### config.mk
export PLATFORM = sky130hd
export DESIGN_NAME = eth_tx_frame_arbiter_flat
export DESIGN_NICKNAME = d
export VERILOG_FILES = /design/src/rtl/eth_tx_frame_arbiter_if.sv /design/src/rtl/eth_tx_frame_arbiter.sv /design/src/flat_wrapper.sv
export SDC_FILE = /design/constraint.sdc
export NUM_CORES = 1
export LEC_CHECK = 0
export BUFFER_PORTS_ARGS = -buffer_cell sky130_fd_sc_hd__buf_2
export CORE_AREA = 2 2 246 248
export CTS_CLUSTER_SIZE = 24
export DETAILED_ROUTE_END_ITERATION = 16
export DIE_AREA = 0 0 248 250
export GPL_ROUTABILITY_DRIVEN = 0
export PLACE_DENSITY = 0.39
export SLEW_MARGIN = 20
export SYNTH_ARGS = -nofsm -noshare
export SYNTH_HDL_FRONTEND = slang
export SYNTH_SLANG_ARGS = --single-unit
### constraint.sdc
create_clock -name clk -period 3.3 [get_ports clk]
set_input_delay 0.99 -clock clk [delete_from_list [all_inputs] [get_ports clk]]
set_output_delay 0.99 -clock clk [all_outputs]
set_load 0.01 [all_outputs]
### src/rtl/eth_tx_frame_arbiter_if.sv
// Requester-side and framer-side streams of the Ethernet TX frame arbiter.
// The slave modport is the arbiter's view; master is the view of the requesters plus framer.
interface eth_tx_frame_arbiter_if #(
  parameter int NUM_PORTS = 4
);
  logic [NUM_PORTS-1:0]    s_hdr_valid;
  logic [NUM_PORTS-1:0]    s_hdr_ready;
  logic [NUM_PORTS*48-1:0] s_dest_mac;
  logic [NUM_PORTS*48-1:0] s_src_mac;
  logic [NUM_PORTS*16-1:0] s_eth_type;
  logic [NUM_PORTS*8-1:0]  s_tdata;
  logic [NUM_PORTS-1:0]    s_tvalid;
  logic [NUM_PORTS-1:0]    s_tlast;
  logic [NUM_PORTS-1:0]    s_tuser;
  logic [NUM_PORTS-1:0]    s_tready;

  logic        m_hdr_valid;
  logic        m_hdr_ready;
  logic [47:0] m_dest_mac;
  logic [47:0] m_src_mac;
  logic [15:0] m_eth_type;
  logic [7:0]  m_tdata;
  logic        m_tvalid;
  logic        m_tlast;
  logic        m_tuser;
  logic        m_tready;

  modport slave (
    input  s_hdr_valid, s_dest_mac, s_src_mac, s_eth_type,
    input  s_tdata, s_tvalid, s_tlast, s_tuser,
    output s_hdr_ready, s_tready,
    output m_hdr_valid, m_dest_mac, m_src_mac, m_eth_type,
    output m_tdata, m_tvalid, m_tlast, m_tuser,
    input  m_hdr_ready, m_tready
  );

  modport master (
    output s_hdr_valid, s_dest_mac, s_src_mac, s_eth_type,
    output s_tdata, s_tvalid, s_tlast, s_tuser,
    input  s_hdr_ready, s_tready,
    input  m_hdr_valid, m_dest_mac, m_src_mac, m_eth_type,
    input  m_tdata, m_tvalid, m_tlast, m_tuser,
    output m_hdr_ready, m_tready
  );
endinterface

### src/rtl/eth_tx_frame_arbiter.sv
// Frame-atomic N:1 arbiter in front of one Ethernet TX framer: header, then payload to tlast.
// Round-robin by default; define ETH_TX_ARB_STRICT_PRIO_EN for fixed lowest-index-wins priority.
module eth_tx_frame_arbiter #(
  parameter  int NUM_PORTS = 4,
  localparam int GRANT_W   = $clog2(NUM_PORTS)
) (
  input  logic                  clk,
  input  logic                  reset_n,
  eth_tx_frame_arbiter_if.slave bus,
  output logic [GRANT_W-1:0]    grant_idx,
  output logic                  active
);

  if (NUM_PORTS < 2 || NUM_PORTS > 16) begin : g_bad_num_ports
    $error("eth_tx_frame_arbiter: NUM_PORTS=%0d outside legal range 2..16", NUM_PORTS);
  end

  typedef enum logic [1:0] {
    ST_IDLE    = 2'd0,
    ST_HDR     = 2'd1,
    ST_PAYLOAD = 2'd2
  } state_e;

  state_e             state_q, state_d;
  logic [GRANT_W-1:0] grant_q, grant_d;
  logic [GRANT_W-1:0] winner;

`ifdef ETH_TX_ARB_STRICT_PRIO_EN
  // Descending scan so the lowest requesting index is the last, and winning, assignment.
  always_comb begin
    winner = '0;
    for (int i = NUM_PORTS - 1; i >= 0; i--) begin
      if (bus.s_hdr_valid[i]) winner = GRANT_W'(i);
    end
  end
`else
  logic [GRANT_W-1:0] rr_ptr_q, rr_ptr_d;
  logic [GRANT_W-1:0] rr_idx;

  // Scan offsets from the far end back to rr_ptr so the nearest requester wins.
  always_comb begin
    winner = rr_ptr_q;
    rr_idx = rr_ptr_q;
    for (int k = NUM_PORTS - 1; k >= 0; k--) begin
      rr_idx = GRANT_W'((int'(rr_ptr_q) + k) % NUM_PORTS);
      if (bus.s_hdr_valid[rr_idx]) winner = rr_idx;
    end
  end

  always_comb begin
    rr_ptr_d = rr_ptr_q;
    if (state_q == ST_IDLE && |bus.s_hdr_valid) begin
      rr_ptr_d = (winner == GRANT_W'(NUM_PORTS - 1)) ? '0 : winner + 1'b1;
    end
  end

  always_ff @(posedge clk or negedge reset_n) begin
    if (!reset_n) rr_ptr_q <= '0;
    else          rr_ptr_q <= rr_ptr_d;
  end
`endif

  always_ff @(posedge clk or negedge reset_n) begin
    // NOTE: state registers take non-blocking assignments; the combinational blocks use blocking ones.
    if (!reset_n) begin
      state_q <= ST_IDLE;
      grant_q <= '0;
    end else begin
      state_q <= state_d;
      grant_q <= grant_d;
    end
  end

  always_comb begin
    // NOTE: every signal written here gets a default first, so no path can infer a latch.
    state_d         = state_q;
    grant_d         = grant_q;
    bus.s_hdr_ready = '0;
    bus.s_tready    = '0;
    bus.m_hdr_valid = 1'b0;
    bus.m_tvalid    = 1'b0;
    case (state_q)
      ST_IDLE: begin
        if (|bus.s_hdr_valid) begin
          grant_d = winner;
          state_d = ST_HDR;
        end
      end
      ST_HDR: begin
        bus.m_hdr_valid          = bus.s_hdr_valid[grant_q];
        bus.s_hdr_ready[grant_q] = bus.m_hdr_ready;
        if (bus.s_hdr_valid[grant_q] && bus.m_hdr_ready) state_d = ST_PAYLOAD;
      end
      ST_PAYLOAD: begin
        bus.m_tvalid          = bus.s_tvalid[grant_q];
        bus.s_tready[grant_q] = bus.m_tready;
        if (bus.s_tvalid[grant_q] && bus.m_tready && bus.s_tlast[grant_q]) state_d = ST_IDLE;
      end
      default: state_d = ST_IDLE;
    endcase
  end

  // Data fields follow the grant unconditionally; only the valids are qualified by state.
  assign bus.m_dest_mac = bus.s_dest_mac[48*int'(grant_q) +: 48];
  assign bus.m_src_mac  = bus.s_src_mac[48*int'(grant_q) +: 48];
  assign bus.m_eth_type = bus.s_eth_type[16*int'(grant_q) +: 16];
  assign bus.m_tdata    = bus.s_tdata[8*int'(grant_q) +: 8];
  assign bus.m_tlast    = bus.s_tlast[grant_q];
  assign bus.m_tuser    = bus.s_tuser[grant_q];

  assign grant_idx = grant_q;
  assign active    = (state_q != ST_IDLE);

endmodule

### src/flat_wrapper.sv
// flat-port wrapper written by rule: the top's interface ports become plain ports
module eth_tx_frame_arbiter_flat 
#(
  parameter  int NUM_PORTS = 4,
  localparam int GRANT_W   = $clog2(NUM_PORTS)
)
  (clk, reset_n, grant_idx, active, bus_s_hdr_valid, bus_s_dest_mac, bus_s_src_mac, bus_s_eth_type, bus_s_tdata, bus_s_tvalid, bus_s_tlast, bus_s_tuser, bus_s_hdr_ready, bus_s_tready, bus_m_hdr_valid, bus_m_dest_mac, bus_m_src_mac, bus_m_eth_type, bus_m_tdata, bus_m_tvalid, bus_m_tlast, bus_m_tuser, bus_m_hdr_ready, bus_m_tready);
  eth_tx_frame_arbiter_if #(.NUM_PORTS(NUM_PORTS)) bus_i ();
  input  logic clk;
  input  logic reset_n;
  output logic [GRANT_W-1:0] grant_idx;
  output logic active;
  input wire logic [$bits(bus_i.s_hdr_valid)-1:0] bus_s_hdr_valid;
  input wire logic [$bits(bus_i.s_dest_mac)-1:0] bus_s_dest_mac;
  input wire logic [$bits(bus_i.s_src_mac)-1:0] bus_s_src_mac;
  input wire logic [$bits(bus_i.s_eth_type)-1:0] bus_s_eth_type;
  input wire logic [$bits(bus_i.s_tdata)-1:0] bus_s_tdata;
  input wire logic [$bits(bus_i.s_tvalid)-1:0] bus_s_tvalid;
  input wire logic [$bits(bus_i.s_tlast)-1:0] bus_s_tlast;
  input wire logic [$bits(bus_i.s_tuser)-1:0] bus_s_tuser;
  output wire logic [$bits(bus_i.s_hdr_ready)-1:0] bus_s_hdr_ready;
  output wire logic [$bits(bus_i.s_tready)-1:0] bus_s_tready;
  output wire logic [$bits(bus_i.m_hdr_valid)-1:0] bus_m_hdr_valid;
  output wire logic [$bits(bus_i.m_dest_mac)-1:0] bus_m_dest_mac;
  output wire logic [$bits(bus_i.m_src_mac)-1:0] bus_m_src_mac;
  output wire logic [$bits(bus_i.m_eth_type)-1:0] bus_m_eth_type;
  output wire logic [$bits(bus_i.m_tdata)-1:0] bus_m_tdata;
  output wire logic [$bits(bus_i.m_tvalid)-1:0] bus_m_tvalid;
  output wire logic [$bits(bus_i.m_tlast)-1:0] bus_m_tlast;
  output wire logic [$bits(bus_i.m_tuser)-1:0] bus_m_tuser;
  input wire logic [$bits(bus_i.m_hdr_ready)-1:0] bus_m_hdr_ready;
  input wire logic [$bits(bus_i.m_tready)-1:0] bus_m_tready;
  assign bus_i.s_hdr_valid = bus_s_hdr_valid;
  assign bus_i.s_dest_mac = bus_s_dest_mac;
  assign bus_i.s_src_mac = bus_s_src_mac;
  assign bus_i.s_eth_type = bus_s_eth_type;
  assign bus_i.s_tdata = bus_s_tdata;
  assign bus_i.s_tvalid = bus_s_tvalid;
  assign bus_i.s_tlast = bus_s_tlast;
  assign bus_i.s_tuser = bus_s_tuser;
  assign bus_s_hdr_ready = bus_i.s_hdr_ready;
  assign bus_s_tready = bus_i.s_tready;
  assign bus_m_hdr_valid = bus_i.m_hdr_valid;
  assign bus_m_dest_mac = bus_i.m_dest_mac;
  assign bus_m_src_mac = bus_i.m_src_mac;
  assign bus_m_eth_type = bus_i.m_eth_type;
  assign bus_m_tdata = bus_i.m_tdata;
  assign bus_m_tvalid = bus_i.m_tvalid;
  assign bus_m_tlast = bus_i.m_tlast;
  assign bus_m_tuser = bus_i.m_tuser;
  assign bus_i.m_hdr_ready = bus_m_hdr_ready;
  assign bus_i.m_tready = bus_m_tready;
  eth_tx_frame_arbiter #(.NUM_PORTS(NUM_PORTS)) u_core (.clk(clk), .reset_n(reset_n), .bus(bus_i), .grant_idx(grant_idx), .active(active));
endmodule
==> flow_metrics.py <==
metrics = {
    "run_status": {
        "status": "completed",
    },
    "placement": {
        "dp_hpwl_um": 26900,
        "port_buffers": 634,
    },
    "sta": {
        "hold_viol": 0,
        "skew_ns": 0.000632,
        "finalCritPeriodShare_pct": 91.6,
        "final_max_slew_viol_count": 0,
        "max_slew_margin_pct": 66.7,
        "rsz0062_at_grt": "no",
        "setup_viol": 0,
        "tns_ns": 0,
        "worst_pin_slew_ns": 0.500,
        "post-route-min-period_ns": 3.02,
        "fmaxAchievable_mhz": 331,
    },
    "setup_path": {
        "worst-path-max-fanout": 6,
        "rr_worst_depth": 4,
        "critPathMaxStageDelay_ns": 0.53,
        "start_kind": "input pin",
        "r2r_end": "u_core.state_q[1]",
        "rr_startpoint": "u_core.grant_idx[0]",
        "slowest_stage": "mux4_2",
        "crit_required_ns": 2.31,
        "worstPathArrival_ns": 2.03,
        "r2r_slack_ns": 1.49,
        "cp_cell_sequence": "buf_2 -> mux4_2 -> and2_1 -> buf_2",
        "worst-setup-path-type": "input pin to output pin",
        "crit_top_cell": "buf_2",
        "crit_path_end_kind": "output pin",
    },
    "die": {
        "fp.dieW_um": 248,
        "die-area_sq_um": 62000,
        "initial_utilization_pct": 5.82,
        "die_h_um": 250,
        "core_area_sq_um": 59600,
        "rows": 90,
        "pin_count": 635,
    },
    "worst_hold_path": {
        "hp-class": "input pin to async pin",
    },
    "synth": {
        "yosysWarnings": 0,
        "postSynthCellCount": 210,
        "netlist_area_sq_um": 3470,
        "synth_ff_type": "dfrtp_1",
        "seq_area_frac_synth_pct": 4.33,
        "synth_seq_cells": 6,
        "syn-num-nets": 711,
        "synth-edff-count": 0,
        "async_flop_share_pct": 100,
        "syn_avg_cell_area_sq_um": 16.5,
        "synthDistinctLibCells": 28,
    },
    "clock_network": {
        "worstSkewPairLatency_ns": 0.22,
        "cts_root_buf": "clkbuf_16",
        "post-cts-setup-buffer-count": 0,
        "cts_hold_buffers": 0,
        "clock_sinks": 6,
        "cts_inserted_buffers": 3,
        "path_clk_slew_ns": 0.03,
        "cts_tree": "yes",
        "cts.repair.resized": 0,
        "clockBufferDepth": 2,
        "cts_htree_levels": 1,
    },
    "global_route": {
        "grt.overflow.total": 0,
        "antenna_found_initial": 26,
        "grt_start_max_net_pins": 63,
        "grtUsageTotal_pct": 8.51,
        "grt_pass1_vias": 5575,
        "grt_pass1_wl_um": 37600,
    },
    "routing": {
        "first_pass_iters": 4,
        "drc_errors": 0,
        "antenna_left": 0,
        "via_per_inst": 3.25,
        "via_count": 5267,
        "totalWireLength_um": 29100,
        "routedWlPerCell_um": 17.9,
        "drt_iter0_drc": 214,
    },
    "pwr": {
        "p_per_area_nw_per_um2": 670,
        "ir_drop_mv": 0.266,
        "power_w": 0.00515,
        "p_leak_nw": 3.61,
    },
    "flow_run": {
        "drv_cap": 0,
    },
    "cells_and_area": {
        "most-common-layout-cells": "buf_2 (634), mux4_2 (123), buf_4 (9)",
        "mostFrequentLayoutCell": "buf_2",
        "drive_above_1_share_pct": 94.0,
        "area_growth_pct": 122,
        "nNetsFinal": 1334,
        "fillers": 6794,
    },
}
[layout make-up]
class                      instances  area, sq um  area share, %
clock buffer                       3         75.1          0.977
antenna                           10         25.0          0.326
inverter                           1         3.75         0.0489
sequential                         6          158           2.05
multi-input combinational        173         3100           40.4
tap                              782          978           12.7
timing repair buffer             648         3340           43.5
[synthesized netlist by cell type, types with 2 or more instances]
| library cell | number | area share [%] |
|---|---|---|
| a21o_1 | 2 | 0.43 |
| a21oi_1 | 3 | 0.43 |
| a31o_1 | 2 | 0.51 |
| buf_2 | 19 | 2.7 |
| buf_4 | 2 | 0.43 |
| buf_6 | 9 | 2.9 |
| dfrtp_1 | 6 | 4.3 |
| mux2_1 | 2 | 0.65 |
| mux2i_1 | 2 | 0.58 |
| mux4_2 | 123 | 80 |
| nand2_1 | 4 | 0.43 |
| nand2b_1 | 8 | 1.4 |
| nor2_1 | 8 | 0.87 |
| nor2b_1 | 2 | 0.36 |
| nor3_1 | 3 | 0.43 |
| o21ai_0 | 2 | 0.29 |
| or2_1 | 2 | 0.36 |
[metal layers]
metal	vias to the layer above	GRT usage (%)	part of all wire, %
li1	2260	-	-
met1	2513	8.71	31
met2	434	15.7	50
met3	46	3.93	16
met4	14	1.54	1.8
met5	-	0	0.32
[power by group]
group	internal, W	switching [W]
Combinational	0.00243	0.00233
Clock	0.000155	0.0000387
Sequential	0.000119	0.0000822
Total	0.00270	0.00245
[stage by stage]
stage / hold WS (ns) / instance area, sq um / std cells / utilization [%] / setup WS, ns
after floorplan: 0.529 / 3470 / 210 / - / 0.656
after global placement: 0.581 / 7580 / 1610 / 12.7 / 0.260
after detailed placement: 0.594 / 7580 / 1610 / 12.7 / 0.257
after CTS: 0.592 / 7660 / 1613 / 12.9 / 0.249
after global routing: 0.600 / 7680 / 1620 / 12.9 / 0.237
final: 0.589 / 7680 / 1623 / 12.9 / 0.276
[state kept, by name (all words and copies together) (netlist names)]
register          flops
u_core.rr_ptr_q       2
u_core.state_q        2
u_core.grant_idx      2
[logic make-up (layout without fill, tap and decap cells)]
logic type      after synthesis  count (layout)  share of synthesized area, %
mux                         128             128                          81.4
compound gates               14              14                          3.03
buf+inv                      31             652                          6.20
simple gates                 30              30                          4.65
fa+ha+maj                     1               1                         0.361
flops                         6               6                          4.33
other cells                   0              10                             0
[worst max-delay path by stage]
| stage | cells after the start | startpoint | end |
|---|---|---|---|
| after floorplan | 2 | bus_s_hdr_valid[3] | bus_m_hdr_valid |
| after global placement | 4 | bus_s_hdr_valid[3] | bus_m_hdr_valid |
| after detailed placement | 4 | bus_s_hdr_valid[3] | bus_m_hdr_valid |
| after CTS | 4 | bus_s_hdr_valid[3] | bus_m_hdr_valid |
| after global routing | 4 | bus_s_hdr_valid[3] | bus_m_hdr_valid |
| final | 4 | bus_s_hdr_valid[3] | bus_m_hdr_valid |
[critical path, delay by kind of cell]
kind / cells / cell delay, ns
simple gates: 1 / 0.22
mux: 1 / 0.53
buf+inv: 2 / 0.29
No activity file was read; power rests on OpenSTA's default activity.
